==> src/rtl/simpletest_pkg.sv <==
// Shared encodings for the simpletest operand stager: sel routing codes,
// key-load FSM states and the default operand width.
package simpletest_pkg;

  localparam int DEF_DATA_W = 8;

  localparam logic [1:0] SEL_PASS = 2'd0;
  localparam logic [1:0] SEL_SWAP = 2'd1;
  localparam logic [1:0] SEL_DUP1 = 2'd2;
  localparam logic [1:0] SEL_DUP2 = 2'd3;

  typedef enum logic {
    KEY_LOAD = 1'b0,
    RUN      = 1'b1
  } state_t;

endpackage

==> src/rtl/simpletest_pair_fifo.sv <==
// Synchronous FIFO for routed operand pairs. The head entry is held in its own
// register so the outputs never expose a combinational path from the write side.
module simpletest_pair_fifo #(
  parameter int WIDTH = 18,
  parameter int DEPTH = 2,
  localparam int AW = $clog2(DEPTH),
  localparam int CW = AW + 1
) (
  input  logic             clk,
  input  logic             rst,
  input  logic             push,
  input  logic             pop,
  input  logic [WIDTH-1:0] wdata,
  output logic [WIDTH-1:0] rdata,
  output logic [CW-1:0]    count,
  output logic             full,
  output logic             empty
);

  logic [WIDTH-1:0] mem_q [DEPTH];
  logic [WIDTH-1:0] mem_d [DEPTH];
  logic [AW-1:0]    wptr_q, wptr_d, rptr_q, rptr_d;
  logic [CW-1:0]    cnt_q, cnt_d;
  logic [WIDTH-1:0] head_q, head_d;
  logic             push_ok, pop_ok;

  assign empty   = (cnt_q == '0);
  assign full    = (cnt_q == CW'(DEPTH));
  assign push_ok = push && !full;
  assign pop_ok  = pop && !empty;
  assign count   = cnt_q;
  assign rdata   = head_q;

  always_comb begin
    mem_d  = mem_q;
    wptr_d = wptr_q;
    rptr_d = rptr_q;
    cnt_d  = cnt_q;
    head_d = head_q;
    if (push_ok) begin
      mem_d[wptr_q] = wdata;
      wptr_d        = wptr_q + 1'b1;
    end
    if (pop_ok) rptr_d = rptr_q + 1'b1;
    case ({push_ok, pop_ok})
      2'b10:   cnt_d = cnt_q + 1'b1;
      2'b01:   cnt_d = cnt_q - 1'b1;
      default: cnt_d = cnt_q;
    endcase
    // Head tracks what will sit at rptr after this cycle; it holds when the FIFO drains.
    if (empty && push_ok) begin
      head_d = wdata;
    end else if (pop_ok && cnt_q == CW'(1)) begin
      if (push_ok) head_d = wdata;
    end else if (pop_ok) begin
      head_d = mem_q[rptr_q + 1'b1];
    end
  end

  always_ff @(posedge clk or negedge rst) begin
    if (!rst) begin
      for (int i = 0; i < DEPTH; i++) mem_q[i] <= '0;
      wptr_q <= '0;
      rptr_q <= '0;
      cnt_q  <= '0;
      head_q <= '0;
    end else begin
      mem_q  <= mem_d;
      wptr_q <= wptr_d;
      rptr_q <= rptr_d;
      cnt_q  <= cnt_d;
      head_q <= head_d;
    end
  end

endmodule

==> src/rtl/simpletest_operand_stager.sv <==
// Operand stager: serial lock-key loader gating a sel-routed pair FIFO that
// feeds the simpletest datapath over valid/ready.
module simpletest_operand_stager
  import simpletest_pkg::*;
#(
  parameter int DATA_W = DEF_DATA_W,
  parameter int DEPTH  = 2,
  parameter int KEY_W  = 4
) (
  input  logic              clk,
  input  logic              rst,
  input  logic              in_valid,
  output logic              in_ready,
  input  logic [1:0]        sel,
  input  logic [DATA_W-1:0] in1,
  input  logic [DATA_W-1:0] in2,
  input  logic              key_load,
  input  logic              key_bit,
  output logic [KEY_W-1:0]  key,
  output logic              key_done,
  output logic              out_valid,
  input  logic              out_ready,
  output logic [DATA_W-1:0] op1,
  output logic [DATA_W-1:0] op2,
  output logic [1:0]        sel_r
);

  localparam int KCW = $clog2(KEY_W) + 1;
  localparam int EW  = 2 + 2 * DATA_W;
  localparam int CW  = $clog2(DEPTH) + 1;

  state_t            state_q, state_d;
  logic [KEY_W-1:0]  key_q, key_d;
  logic [KCW-1:0]    kcnt_q, kcnt_d;
  logic              key_done_q, key_done_d;
  logic [DATA_W-1:0] r_op1, r_op2;
  logic [EW-1:0]     rdata;
  logic [CW-1:0]     count;
  logic              full, empty;

  always_comb begin
    state_d    = state_q;
    key_d      = key_q;
    kcnt_d     = kcnt_q;
    key_done_d = key_done_q;
    case (state_q)
      KEY_LOAD: begin
        if (key_load) begin
          key_d  = {key_q[KEY_W-2:0], key_bit};
          kcnt_d = kcnt_q + 1'b1;
          if (kcnt_q == KCW'(KEY_W - 1)) begin
            state_d    = RUN;
            key_done_d = 1'b1;
          end
        end
      end
      default: ;  // RUN: key frozen until reset
    endcase
  end

  always_ff @(posedge clk or negedge rst) begin
    if (!rst) begin
      state_q    <= KEY_LOAD;
      key_q      <= '0;
      kcnt_q     <= '0;
      key_done_q <= 1'b0;
    end else begin
      state_q    <= state_d;
      key_q      <= key_d;
      kcnt_q     <= kcnt_d;
      key_done_q <= key_done_d;
    end
  end

  always_comb begin
    r_op1 = in1;
    r_op2 = in2;
    case (sel)
      SEL_PASS: begin r_op1 = in1; r_op2 = in2; end
      SEL_SWAP: begin r_op1 = in2; r_op2 = in1; end
      SEL_DUP1: begin r_op1 = in1; r_op2 = in1; end
      SEL_DUP2: begin r_op1 = in2; r_op2 = in2; end
      default:  ;
    endcase
  end

  assign in_ready = (state_q == RUN) && !full;

  simpletest_pair_fifo #(.WIDTH(EW), .DEPTH(DEPTH)) u_fifo (
    .clk   (clk),
    .rst   (rst),
    .push  (in_valid && in_ready),
    .pop   (out_valid && out_ready),
    .wdata ({sel, r_op1, r_op2}),
    .rdata (rdata),
    .count (count),
    .full  (full),
    .empty (empty)
  );

  assign out_valid = !empty;
  assign {sel_r, op1, op2} = rdata;
  assign key      = key_q;
  assign key_done = key_done_q;

  a_in_hold: assert property (@(posedge clk) disable iff (!rst)
    in_valid && !in_ready |=> in_valid && $stable({sel, in1, in2}));
  a_count_range: assert property (@(posedge clk) disable iff (!rst)
    count <= CW'(DEPTH));

endmodule

==> config.mk <==
export PLATFORM = sky130hd
export DESIGN_NAME = simpletest_operand_stager
export DESIGN_NICKNAME = d
export VERILOG_FILES = /design/src/rtl/simpletest_pkg.sv /design/src/rtl/simpletest_pair_fifo.sv /design/src/rtl/simpletest_operand_stager.sv
export SDC_FILE = /design/constraint.sdc
export NUM_CORES = 1
export LEC_CHECK = 0
export CORE_ASPECT_RATIO = 1.75
export CORE_MARGIN = 2
export CORE_UTILIZATION = 57
export DETAILED_ROUTE_END_ITERATION = 6
export DONT_BUFFER_PORTS = 1
export PLACE_DENSITY = 0.85
export SYNTH_ARGS = -nofsm -noshare
export SYNTH_HDL_FRONTEND = slang
export SYNTH_SLANG_ARGS = --single-unit
==> constraint.sdc <==
create_clock -name clk -period 1.8 [get_ports clk]
set_clock_uncertainty 0.15 [all_clocks]
set_input_delay 0.36 -clock clk [delete_from_list [all_inputs] [get_ports clk]]
set_output_delay 0.36 -clock clk [all_outputs]
set_load 0.01 [all_outputs]
; ---- Word level (Yosys, flattened, before mapping)
; Index checks and enable logic that the tools add are counted.
[classes]
muxes = 16
addsub = 5
eq_ne = 9
magnitude_cmp = 3
bitwise = 3
reduce_logical = 21
[op_table]
columns = operator, count
row1 = $mux W18, 8
row2 = $bwmux W36, 1
row3 = $pmux W8 S2, 2
row4 = $demux W18 S1, 1
row5 = $eq A2 B2 Y1 const B, 4
row6 = $logic_and A1 B1 Y1, 8
row7 = $reduce_or A2 Y1, 4
row8 = $eq A2 B1 Y1 const B, 3
row9 = $ge A2 B2 Y1 const B, 2
row10 = $logic_not A2 Y1, 2
row11 = $not A1 Y2, 2
row12 = $pmux W2 S2, 1
row13 = $reduce_and A2 Y1, 2
row14 = $add A3 B1 Y3 const B, 1
row15 = $eq A3 B2 Y1 const B, 1
row16 = $mux W1, 3
row17 = $ne A3 B1 Y1 const B, 1
row18 = $reduce_and A3 Y1, 1
row19 = $reduce_bool A3 Y1, 1
row20 = $add A1 B1 Y1 const B, 2
row21 = $add A2 B1 Y2 const B, 1
row22 = $logic_not A1 Y1, 2
row23 = $lt A2 B1 Y1 const B, 1
row24 = $reduce_bool A2 Y1, 1
row25 = other kinds (2), 2
[totals]
register_bits = 67
word_cells = 67

; ---- Logic depth before layout (Yosys ltp)
[logic_depth]
ltp_word = 8
ltp_mapped = 9

; ---- Modules after synthesis
; Synthesis repeated with hierarchy kept, for this count alone.
[unflattened]
hier_cells = 266
area_unflattened_um2 = 3268.1
[modules_own_cells]
columns = mod, seq_area_each_um2, area_per_inst_um2, cells_per_inst, instances
row1 = simpletest_pair_fifo, 1451.4, 2645.0, 218, 1
row2 = simpletest_operand_stager, 225.2, 623.1, 48, 1

; ---- Worst setup path before layout
; OpenSTA, ideal clock, no wires.
[synth_timing]
kind = register to register
from = register u_fifo.cnt_q[0], in the netlist u_fifo.count[0]
to = register u_fifo.head_q[10], in the netlist u_fifo.rdata[10]
stages_incl_launch_ff = 10
setup_time_ns = 0.125
arrival_time_ns = 1.729
setup_slack_ns = -0.204
path_cell_list = dfrtp_1 -> inv_1 -> ha_1 -> and3b_1 -> buf_6 -> a22o_4 -> buf_6 -> buf_12 -> mux2i_1 -> mux2_2
[synth_via]
elab_chain_cells = 8
elab_cells_between_ends = 17
cone_classes = eq/ne: 3 / mux: 2 / reduce/logical: 12
[synth_rtl]
columns = element, line
row1 = from (decl), simpletest_pair_fifo.sv:23  ; logic [CW-1:0] cnt_q, cnt_d;
row2 = from (signal assigned), simpletest_pair_fifo.sv:71  ; cnt_q <= cnt_d;
row3 = $eq A2 B2 Y1, simpletest_pair_fifo.sv:28  ; assign full = (cnt_q == CW'(DEPTH));
row4 = $logic_not A1 Y1, "simpletest_pair_fifo.sv:29, simpletest_operand_stager.sv:87"
row5 = $logic_and A1 B1 Y1, simpletest_operand_stager.sv:87  ; assign in_ready = (state_q == RUN) && !full;
row6 = $logic_and A1 B1 Y1, simpletest_operand_stager.sv:92  ; .push (in_valid && in_ready),
row7 = $logic_and A1 B1 Y1, simpletest_pair_fifo.sv:29  ; assign push_ok = push && !full;
row8 = $logic_and A1 B1 Y1, simpletest_pair_fifo.sv:51  ; if (empty && push_ok) begin
row9 = $ne A3 B1 Y1 (no line) or $reduce_bool A3 Y1 (tied branches), --
row10 = $reduce_and A2 Y1 (no line), --
row11 = to (signal assigned), simpletest_pair_fifo.sv:66  ; head_q <= '0;
row12 = to (signal assigned), simpletest_pair_fifo.sv:72  ; head_q <= head_d;
row13 = to (decl), simpletest_pair_fifo.sv:24  ; logic [WIDTH-1:0] head_q, head_d;
; Parallel ways exist; a longest one is shown, timed or not.
; A chain may end at the register's enable or synchronous reset.

; ---- Worst setup path in the final report
[layout_timing]
from = register u_fifo.cnt_q[0], in the netlist u_fifo.count[0]
to = register u_fifo.head_q[13], in the netlist u_fifo.rdata[13]
; The elaborated chain is that of the path after synthesis.

==> impl_metrics.yaml <==
status:
  outcome: "complete, but fails checks"
  failed_checks: "negative hold slack, negative setup slack"
sta:
  max_freq_ghz: 0.5165
  fin_crit_sh_pct: 107.6
  rsz0062_at_grt: "true"
  setup_tns_ns: -2.706
  hold_slack_ns: -0.4632
  finalSetupViolCount: 36
  worst_pin_slew_ns: 0.3558
  setup_ws_ns: -0.1360
  report.final.hold_viol_count: 67
  slew-limit-headroom_pct: 75.60
  post-route-min-period_ns: 1.936
  finalMaxSlewViolations: 0
global_routing:
  grt_max_degree: 68
  grt.total_usage_pct: 23.41
  grt_first_pass_wirelength_microns: 10420
  grt_pass1_vias: 2191
  antenna_found_initial: 0
  overflow: 0
final_layout:
  final_cells: 385
  final_nets: 338
  synthToLayoutAreaGrowth_pct: 23.12
  num_antenna_cells: 0
  layout_commonest_cell: "dfrtp_1"
  finalInstanceArea_sq_mm: 0.003891
  final_cell_mix: "67 x dfrtp_1, 41 x mux2i_1, 30 x nand2_1"
  drive_above_1_share_pct: 30.55
clock_network:
  cts_buffer_depth: 2
  clock_latency_ns: 0.36
  ctsHoldBuffers: 4
  cts_buffers: 9
  clock-sinks: 67
  cts_tree: "built"
  htree_levels: 3
  clkTransAtPathRegs_ns: 0.08
  cts_root_buf: "clkbuf_8"
synth:
  yosysWarnings: 0
  synth_top_area_share_pct: 53.05
  synth-seq-area-share_pct: 53.05
  ys_types: 28
  synth_cells: 272
  syn_nets: 304
  synth.area.top_cells: "dfrtp_1 53%, mux2i_1 13%, mux2_2 8.6%, nand2_1 3.6%, o21ai_0 3.3%"
  synthesis.area_sq_mm: 0.003161
  ys_ff_latch: 67
  post_synth.cell_area_avg_sq_um: 11.62
  synth_top_area_cell: "dfrtp_1"
pwr:
  ir_worst_vdd_v: 0.0009421
  p_leak_uw: 0.001777
  power.density_mw_per_mm2: 1974
placed_design:
  dpl_cell_area_sq_mm: 0.003425
  dpl.hpwl_microns: 4267
  dp_worst_setup_slack_ns: -0.1349
  gp_congestion: 0.7717
  io_buffers: 0
  place_inst: 357
route:
  drt-pass1-iter-count: 4
  drc: 0
  drt-total-wl_microns: 7397
  wl_per_cell_microns: 19.21
  ant_nets: 0
  num_vias: 2197
  vias_per_cell: 5.706
  drt_iter0_markers: 92
critical_path:
  cp-start-kind: "flop"
  rrSetupSlack_ns: -0.14
  worstPathArrival_ns: 2.03
  crit_required_ns: 1.89
  cp_max_fo: 5
  critical_path_class: "flop to flop"
  cp-end-kind: "flop"
floorplan:
  die-area_sq_mm: 0.006180
  initial_utilization_pct: 59.65
  num_rows: 35
  die_x_microns: 60.29
  die_h_microns: 102.5
  core_area_sq_mm: 0.005299
  num_io_pins: 49
run:
  maxCapViolations: 0
worst_hold_path:
  hp-class: "input pin to asynchronous set/reset pin"
-- registers in the layout (all words and copies together), names as in the netlist --
register / cells
u_fifo.rdata: 18
key_done: 1
u_fifo.mem_q: 36
key: 4
kcnt_q: 3
u_fifo.count: 2
u_fifo.rptr_q: 1
state_q: 1
u_fifo.wptr_q: 1
-- timing repair --
item,CTS,global route
pin swaps,3,4
resized for setup,18,12
endpoints found under the hold margin,71,67
setup endpoints to repair,36,50
setup buffers,3,1
gates cloned,0,4
-- power breakdown --
group,switching (uW),total (uW),internal (uW)
Sequential,604,2870,2270
Combinational,1680,3670,2000
Clock,605,1140,533
-- routing by layer --
metal / global-route usage (%) / share of wire, % / vias to the layer above
met5: 0 / 0 / -
met4: 14.53 / 3.4 / 0
met3: 6.650 / 5.5 / 23
met2: 38.13 / 54 / 75
met1: 26.43 / 37 / 1099
li1: - / - / 1000
-- kinds of logic after synthesis --
kind of cell | count (synthesis) | share of synthesized area, %
AOI/OAI and AO/OA | 49 | 8.670
xor gates and xnor gates | 5 | 1.386
adders and majority gates | 8 | 3.167
buffers and inverters | 22 | 3.959
DFF | 67 | 53.05
muxes | 68 | 22.80
and+or+nand+nor | 53 | 6.968
-- per-stage QoR --
step,power [uW],util (%)
2_1_floorplan,4977,-
3_3_place_gp,5644,64.63
3_5_place_dp,5807,64.63
4_1_cts,7196,70.58
5_1_grt,8128,73.44
6_report,7682,73.44
-- layout make-up --
| type | count | area, sq um |
|---|---|---|
| well taps | 74 | 92.59 |
| repair buffers | 38 | 474.2 |
| clock inverters | 6 | 41.29 |
| fillers | 335 | 1408 |
| multi-input cells | 183 | 1443 |
| flip-flops and latches | 67 | 1677 |
| clock buffers | 10 | 137.6 |
| inverters | 7 | 26.28 |
-- cells in the mapped netlist --
library cell,n
a21o_1,1
a21oi_1,16
a22o_4,1
and2b_1,1
and3b_1,1
buf_12,1
buf_2,6
buf_4,1
buf_6,2
clkbuf_1,5
dfrtp_1,67
ha_1,8
inv_1,7
mux2_2,24
mux2_4,2
mux2i_1,42
nand2_1,30
nand2b_1,1
nor2_1,17
nor2_2,2
nor2b_2,1
o21ai_0,21
o21ai_1,7
o21ai_2,1
o21bai_1,1
o22ai_2,1
xnor2_1,4
xor2_1,1
-- critical path, cell delays in order (launching register included) --
cell and delay (ns):
dfrtp_1 0.39, inv_2 0.08, ha_4 0.13, and3b_2 0.25, a22o_4 0.27, clkbuf_16 0.17
mux2i_1 0.11, mux2_2 0.27
-- worst paths after layout --
path                            cells past startpoint             start                to
worst min register to register                      2  u_fifo.mem_q[14]  u_fifo.mem_q[14]
worst max register to register                      7   u_fifo.count[0]  u_fifo.rdata[13]
min in group clk                                    1            sel[0]  u_fifo.mem_q[34]
worst min-delay path                                0               rst  u_fifo.mem_q[17]
max in group asynchronous                           0               rst  u_fifo.mem_q[33]
worst max-delay path                                7   u_fifo.count[0]  u_fifo.rdata[13]
Power figures use the tool's default switching activity.
